### config.mk
export PLATFORM = sky130hd
export DESIGN_NAME = decode_stage
export DESIGN_NICKNAME = d
export VERILOG_FILES = /design/src/rtl/decode_stage.sv
export SDC_FILE = /design/constraint.sdc
export NUM_CORES = 1
export LEC_CHECK = 0
export ABC_CLOCK_PERIOD_IN_PS = 5000
export BUFFER_PORTS_ARGS = -buffer_cell sky130_fd_sc_hd__clkbuf_2
export CAP_MARGIN = 10
export CORE_ASPECT_RATIO = 0.75
export CORE_MARGIN = 2
export CORE_UTILIZATION = 57
export DETAILED_ROUTE_END_ITERATION = 10
export PLACE_DENSITY = 0.85
export SETUP_SLACK_MARGIN = 0.05
export SYNTH_ARGS = -nofsm -noshare
export SYNTH_HDL_FRONTEND = slang
export SYNTH_SLANG_ARGS = --single-unit
### constraint.sdc
create_clock -name clk -period 5 [get_ports clk]
set_clock_uncertainty 0.1 [all_clocks]
set_input_delay 1.25 -clock clk [delete_from_list [all_inputs] [get_ports clk]]
set_output_delay 1.25 -clock clk [all_outputs]
set_load 0.01 [all_outputs]
### src/rtl/decode_stage.sv
// Registered instruction-decode stage for the 9-bit accumulator ISA.
// Fetch handshake in, one-cycle decoded control out, with halt FSM, illegal flag and retired count.
module decode_stage #(
   parameter int INSTR_W  = 9,
   parameter int REG_W    = 4,
   parameter int ALUOP_W  = 4,
   parameter int ADR_REG  = 4,
   parameter int MATH_REG = 5,
   parameter int CNT_REG  = 7,
   parameter int COUNT_W  = 16
) (
   input  logic               clk,
   input  logic               reset,
   input  logic               instr_valid,
   input  logic [INSTR_W-1:0] instr_in,
   output logic               instr_ready,
   input  logic               stall,
   input  logic               flush,
   output logic               out_valid,
   output logic [REG_W-1:0]   read_reg0,
   output logic [REG_W-1:0]   read_reg1,
   output logic [REG_W-1:0]   write_reg,
   output logic               write_en,
   output logic               move,
   output logic               mem_to_reg,
   output logic               mem_write,
   output logic               branch,
   output logic               immediate,
   output logic               jump_sign,
   output logic               set_quarter,
   output logic [ALUOP_W-1:0] alu_op,
   output logic [1:0]         reg_to_mem,
   output logic               halted,
   output logic               illegal,
   output logic [COUNT_W-1:0] instr_count
);

   localparam int OPC_W = 5;

   localparam logic [REG_W-1:0] ADR  = REG_W'(ADR_REG);
   localparam logic [REG_W-1:0] MATH = REG_W'(MATH_REG);
   localparam logic [REG_W-1:0] CNT  = REG_W'(CNT_REG);

   localparam logic [ALUOP_W-1:0] ALU_ADD  = ALUOP_W'(0);
   localparam logic [ALUOP_W-1:0] ALU_SUB  = ALUOP_W'(1);
   localparam logic [ALUOP_W-1:0] ALU_EVU  = ALUOP_W'(2);
   localparam logic [ALUOP_W-1:0] ALU_EVL  = ALUOP_W'(3);
   localparam logic [ALUOP_W-1:0] ALU_BGTE = ALUOP_W'(4);
   localparam logic [ALUOP_W-1:0] ALU_BLTZ = ALUOP_W'(5);
   localparam logic [ALUOP_W-1:0] ALU_BEZ  = ALUOP_W'(6);
   localparam logic [ALUOP_W-1:0] ALU_BE   = ALUOP_W'(7);
   localparam logic [ALUOP_W-1:0] ALU_BNE  = ALUOP_W'(8);

   typedef enum logic [0:0] {ST_RUN, ST_HALTED} state_t;

   typedef struct packed {
      logic [REG_W-1:0]   r0;
      logic [REG_W-1:0]   r1;
      logic [REG_W-1:0]   wr;
      logic               write_en;
      logic               move;
      logic               mem_to_reg;
      logic               mem_write;
      logic               branch;
      logic               immediate;
      logic               jump_sign;
      logic               set_quarter;
      logic [ALUOP_W-1:0] alu_op;
      logic [1:0]         reg_to_mem;
   } ctrl_t;

   state_t              state_reg, state_next;
   ctrl_t               ctrl_reg, ctrl_next, dec;
   logic                valid_reg, valid_next;
   logic                illegal_reg, illegal_next;
   logic [COUNT_W-1:0]  count_reg, count_next;
   logic                dec_halt, dec_illegal;
   logic                accept;
   logic [OPC_W-1:0]    opcode;
   logic [REG_W-1:0]    fld_a, fld_b, fld_q;

   assign opcode = instr_in[INSTR_W-1 -: OPC_W];

   // Operand sub-fields, zero-extended to register-index width.
   genvar gi;
   generate
      for (gi = 0; gi < REG_W; gi++) begin : g_fld
         if (gi < 2) begin : g_ab
            assign fld_a[gi] = instr_in[gi+2];
            assign fld_b[gi] = instr_in[gi];
         end else begin : g_ab_zero
            assign fld_a[gi] = 1'b0;
            assign fld_b[gi] = 1'b0;
         end
         if (gi < 4) begin : g_q
            assign fld_q[gi] = instr_in[gi];
         end else begin : g_q_zero
            assign fld_q[gi] = 1'b0;
         end
      end
   endgenerate

   always_comb begin
      dec         = '0;
      dec_halt    = 1'b0;
      dec_illegal = 1'b0;
      case (opcode)
         5'h00, 5'h01: begin
            dec.r0 = fld_a; dec.r1 = MATH; dec.wr = fld_b; dec.write_en = 1'b1;
            dec.alu_op = (opcode == 5'h01) ? ALU_SUB : ALU_ADD;
         end
         5'h02: begin dec.r0 = fld_a; dec.wr = fld_b; dec.write_en = 1'b1; dec.move = 1'b1; end
         5'h03: begin dec.r0 = fld_a; dec.wr = ADR;   dec.write_en = 1'b1; dec.move = 1'b1; end
         5'h04: begin dec.r0 = ADR;   dec.wr = fld_b; dec.write_en = 1'b1; dec.move = 1'b1; end
         5'h05: begin
            dec.wr = ADR; dec.write_en = 1'b1; dec.immediate = 1'b1; dec.jump_sign = instr_in[0];
         end
         5'h06: begin dec.r0 = fld_q; dec.wr = MATH;  dec.write_en = 1'b1; dec.immediate = 1'b1; end
         5'h07: begin dec.r0 = MATH;  dec.wr = fld_b; dec.write_en = 1'b1; dec.move = 1'b1; end
         5'h08: begin dec.r0 = fld_a; dec.wr = MATH;  dec.write_en = 1'b1; dec.move = 1'b1; end
         // Quarter-set forms: r0 supplies the data, r1 selects which quarter is written.
         5'h09, 5'h0A, 5'h0B: begin
            dec.r0 = (opcode == 5'h0B) ? fld_b : MATH;
            dec.r1 = fld_a;
            dec.wr = (opcode == 5'h09) ? ADR : ((opcode == 5'h0A) ? fld_b : CNT);
            dec.write_en = 1'b1; dec.move = 1'b1; dec.set_quarter = 1'b1;
         end
         5'h0C: begin dec.r0 = CNT;   dec.wr = fld_b; dec.write_en = 1'b1; dec.move = 1'b1; end
         5'h0D: begin dec.r0 = fld_a; dec.wr = CNT;   dec.write_en = 1'b1; dec.move = 1'b1; end
         5'h0E: begin dec.wr = CNT; dec.write_en = 1'b1; dec.immediate = 1'b1; end
         5'h0F, 5'h10, 5'h11, 5'h12, 5'h13: begin
            dec.r0 = fld_a; dec.r1 = fld_b; dec.branch = 1'b1;
            case (opcode)
               5'h0F:   dec.alu_op = ALU_BE;
               5'h10:   dec.alu_op = ALU_BNE;
               5'h11:   dec.alu_op = ALU_BEZ;
               5'h12:   dec.alu_op = ALU_BLTZ;
               default: dec.alu_op = ALU_BGTE;
            endcase
         end
         5'h14, 5'h15: begin
            dec.r0 = fld_a; dec.wr = fld_b; dec.write_en = 1'b1;
            dec.alu_op = (opcode == 5'h14) ? ALU_EVU : ALU_EVL;
         end
         5'h16: begin
            dec.r0 = fld_a; dec.r1 = ADR; dec.wr = fld_b;
            dec.write_en = 1'b1; dec.mem_to_reg = 1'b1; dec.alu_op = ALU_ADD;
         end
         5'h17: begin
            dec.r0 = fld_a; dec.r1 = ADR; dec.mem_write = 1'b1;
            dec.reg_to_mem = fld_b[1:0]; dec.alu_op = ALU_ADD;
         end
         5'h18: begin dec.branch = 1'b1; dec.alu_op = ALU_BE; end
         5'h19: begin dec.wr = fld_b; dec.write_en = 1'b1; dec.immediate = 1'b1; end
         5'h1A: dec_halt = 1'b1;
         default: dec_illegal = 1'b1;
      endcase
   end

   // Halt FSM; also owns the fetch-side ready.
   always_comb begin
      state_next  = state_reg;
      instr_ready = 1'b0;
      case (state_reg)
         ST_RUN: begin
            instr_ready = !stall && !flush;
            if (instr_valid && instr_ready && dec_halt) begin
               state_next = ST_HALTED;
            end
         end
         default: begin
            instr_ready = 1'b0;
            state_next  = ST_HALTED;
         end
      endcase
   end

   assign accept = instr_valid && instr_ready;

   // Output slot: flush beats stall beats accept; anything else drains to a bubble.
   always_comb begin
      ctrl_next    = ctrl_reg;
      valid_next   = valid_reg;
      illegal_next = illegal_reg;
      if (flush) begin
         ctrl_next    = '0;
         valid_next   = 1'b0;
         illegal_next = 1'b0;
      end else if (stall) begin
         ctrl_next    = ctrl_reg;
      end else if (accept) begin
         ctrl_next    = dec;
         valid_next   = 1'b1;
         illegal_next = dec_illegal;
      end else begin
         ctrl_next    = '0;
         valid_next   = 1'b0;
         illegal_next = 1'b0;
      end
   end

   always_comb begin
      count_next = count_reg;
      if (accept && (count_reg != {COUNT_W{1'b1}})) begin
         count_next = count_reg + 1'b1;
      end
   end

   always_ff @(posedge clk) begin
      if (reset) begin
         state_reg   <= ST_RUN;
         ctrl_reg    <= '0;
         valid_reg   <= 1'b0;
         illegal_reg <= 1'b0;
         count_reg   <= '0;
      end else begin
         state_reg   <= state_next;
         ctrl_reg    <= ctrl_next;
         valid_reg   <= valid_next;
         illegal_reg <= illegal_next;
         count_reg   <= count_next;
      end
   end

   assign out_valid   = valid_reg;
   assign read_reg0   = ctrl_reg.r0;
   assign read_reg1   = ctrl_reg.r1;
   assign write_reg   = ctrl_reg.wr;
   assign write_en    = ctrl_reg.write_en;
   assign move        = ctrl_reg.move;
   assign mem_to_reg  = ctrl_reg.mem_to_reg;
   assign mem_write   = ctrl_reg.mem_write;
   assign branch      = ctrl_reg.branch;
   assign immediate   = ctrl_reg.immediate;
   assign jump_sign   = ctrl_reg.jump_sign;
   assign set_quarter = ctrl_reg.set_quarter;
   assign alu_op      = ctrl_reg.alu_op;
   assign reg_to_mem  = ctrl_reg.reg_to_mem;
   assign halted      = (state_reg == ST_HALTED);
   assign illegal     = illegal_reg;
   assign instr_count = count_reg;

endmodule
==> impl_metrics.py <==
metrics = {
    "status": {
        "status": "complete, no violations",
    },
    "hold_path": {
        "min_from": "read_reg0[1]",
        "worst_hold_path_type": "flop to flop",
        "worstHoldEndpoint": "read_reg0[1]",
        "hold_path_depth": 2,
    },
    "synth": {
        "synth_largest_area_cell": "dfxtp_1",
        "ys_warn_count": 0,
        "synth_enable_flop_cells": 0,
        "synth.cell_area_mm2": 0.00242,
        "synthDominantCellAreaShare_pct": 35.6,
        "synthTopCellsByCount": "43 x dfxtp_1, 27 x a21oi_1, 26 x nor2_1",
        "synth_seq_cells": 43,
        "avgSynthCellArea_um2": 7.91,
        "synth_async_sr_flop_share_pct": 0,
        "dominant_cell_by_count_in_the_synthesized_netlist": "dfxtp_1",
        "synth.yosys.seq_area_share_pct": 35.6,
        "post_synth_inst_count": 306,
        "cell_types_occupying_the_most_area_after_synthesis": "dfxtp_1 36%, a21oi_1 5.6%, nor2_1 4.0%",
        "dominantRegCellSynth": "dfxtp_1",
        "synth_cell_types": 55,
    },
    "cells_and_area": {
        "layout.nets": 360,
        "syn_to_layout_area_delta_pct": 15.2,
        "final_cell_area_mm2": 0.00279,
        "insertedDiodeCount": 0,
        "regArea_um2": 861,
        "largest_reg_flops": 16,
        "n_fill_cell": 364,
        "drive_gt1_share_pct": 22.3,
        "multiInputGateArea_mm2": 0.00141,
    },
    "timing": {
        "finalSetupTns_ns": 0,
        "holdWs_ns": 0.368,
        "finalSetupViolations": 0,
        "slew_violations": 0,
        "fin_crit_ns": 3.38,
        "hold_violation_count_in_the_final_report": 0,
        "slew-limit-headroom_pct": 28.8,
        "max_freq_mhz": 296,
        "rsz0062_at_grt": "false",
        "tightest_slew_ns": 1.06,
        "min_period_over_period_pct": 67.6,
        "setup_slack_ns": 1.62,
    },
    "setup_path": {
        "worst-r2r-cell-count": 4,
        "cp_slowest_cell": "or4b_4",
        "rrSetupSlack_ns": 2.67,
        "worstPathCellList": "clkbuf_2 -> or4b_4 -> or3_1 -> or4_1 -> a21oi_1",
        "worstReg2RegEnd": "instr_count[10]",
        "worst_path_largest_cell_delay_ns": 0.74,
        "worst-path-max-fanout": 25,
        "worst-setup-path-type": "primary input to flop",
        "cp_data_arrival_time_ns": 3.51,
        "cp-end-kind": "flop",
        "critical_path.startpoint_type": "primary input",
        "timing.critical_path.required_ns": 5.13,
        "regToRegStartpoint": "halted",
    },
    "die": {
        "initial_core_util_pct": 59.7,
        "die-area_mm2": 0.00479,
        "core.rowCount": 20,
        "die_y_um": 60.4,
        "count_of_pins_on_the_block_boundary": 60,
        "floorplan.core_area_mm2": 0.00405,
        "die_x_um": 79.2,
    },
    "route": {
        "totalWireLength_um": 6280,
        "avgRoutedWirePerCell_um": 15.7,
        "drt_first_iter_violations": 280,
        "vias_per_cell": 6.35,
        "detailroute.via_count": 2548,
        "antenna_violating_nets_post_route": 0,
        "drc": 0,
        "drt_first_pass_iters": 5,
    },
    "power": {
        "ratio_of_total_power_to_cell_area_mw_per_mm2": 255,
        "power.ir.vdd_worst_v": 0.000164,
        "cellLeakagePower_nw": 1.01,
    },
    "clock_network": {
        "clk_path_buf_depth": 2,
        "clock_insertion_delay_worst_skew_ns": 0.30,
        "hold_buffers": 0,
        "tritoncts": "yes",
        "maximum_level_of_the_cts_h_tree": 2,
        "clock-root-buffer": "clkbuf_8",
        "cts-resized-gates": 0,
        "clk_transition_reported_paths_ns": 0.08,
        "cts_sinks": 43,
        "postCtsSetupBuffers": 0,
        "cts_buffers": 5,
    },
    "placed_design": {
        "detailed_place_hpwl_um": 4270,
        "placement_cell_area_mm2": 0.00267,
        "pre_cts_ws_ns": 1.33,
        "gp_congestion": 0.914,
        "port_buffers": 57,
    },
    "grt": {
        "grt_antenna_before_repair": 0,
        "grt_max_degree": 31,
        "wire_length_of_the_first_global_routing_pass_um": 10500,
        "grt_usage_pct": 28.0,
        "grt_overflow": 0,
        "first_global_vias": 2183,
    },
    "run": {
        "max_cap_viols": 0,
    },
}
-- cell usage in the layout (no fill, tap or decap), types with 8 or more instances in the layout --
cell type / Yosys / routed
o31ai_1: 11 / 11
o21ai_0: 15 / 15
dfxtp_1: 43 / 43
nor2_1: 26 / 26
nand2_1: 22 / 22
or4_1: 10 / 10
nand3_1: 9 / 9
clkbuf_2: 1 / 57
a21oi_1: 27 / 27
nand2b_1: 8 / 8
-- through the flow --
step                utilization, %  instances  power (mW)
floorplan                        -        307       0.413
global placement              65.9        393       0.432
detailed placement            65.9        393       0.433
CTS                           68.8        401       0.710
global route                  68.8        401       0.736
finish                        68.8        401       0.710
-- layout make-up --
cell class | instances | area share, %
Timing Repair Buffer | 59 | 10.8
Inverter | 7 | 0.943
Tap cell | 55 | 2.47
Clock inverter | 2 | 1.26
Multi-Input combinational cell | 229 | 50.7
Sequential cell | 43 | 30.9
Clock buffer | 6 | 2.96
-- report_power, final --
group          internal (mW)  total [mW]  switching [mW]
Sequential             0.344       0.345         0.00139
Combinational         0.0264      0.0809          0.0545
Clock                  0.162       0.284           0.122
Total                  0.532       0.710           0.178
-- logic make-up (layout without fill, tap and decap cells) --
logic type,count (synthesis),in the layout,synth area share (%)
multiplexers,4,4,1.86
flip-flops,43,43,35.6
AND/OR/NAND/NOR,123,123,28.4
other,1,2,0.155
AO/OA/AOI/OAI,97,97,26.6
adder cells (fa/ha/maj),1,1,0.517
buffers and inverters,35,74,6.15
XOR/XNOR,2,2,0.724
-- worst max-delay path, delay by kind of cell --
kind	cells	cell delay [ns]
buffers and inverters	1	0.31
AO/OA/AOI/OAI	1	0.14
AND/OR/NAND/NOR	3	1.78
-- worst max path at each step --
stage | from | end | slack [ns] | cells past startpoint
after floorplan | stall | instr_ready | 1.78 | 3
after global placement | stall | instr_count[8] | 1.41 | 5
after detailed placement | stall | instr_count[10] | 1.33 | 5
after CTS | stall | instr_count[8] | 1.64 | 5
after global routing | stall | instr_count[9] | 1.51 | 5
final | stall | instr_count[10] | 1.62 | 5
-- routing by layer --
| layer | up-vias | GRT usage, % | wire length [um] |
|---|---|---|---|
| li1 | 1235 | - | - |
| met1 | 1187 | 43.1 | 3180 |
| met2 | 119 | 38.5 | 2510 |
| met3 | 7 | 7.29 | 525 |
| met4 | 0 | 7.14 | 62 |
| met5 | - | 0 | 0 |
(Power assumes the default switching activity.)
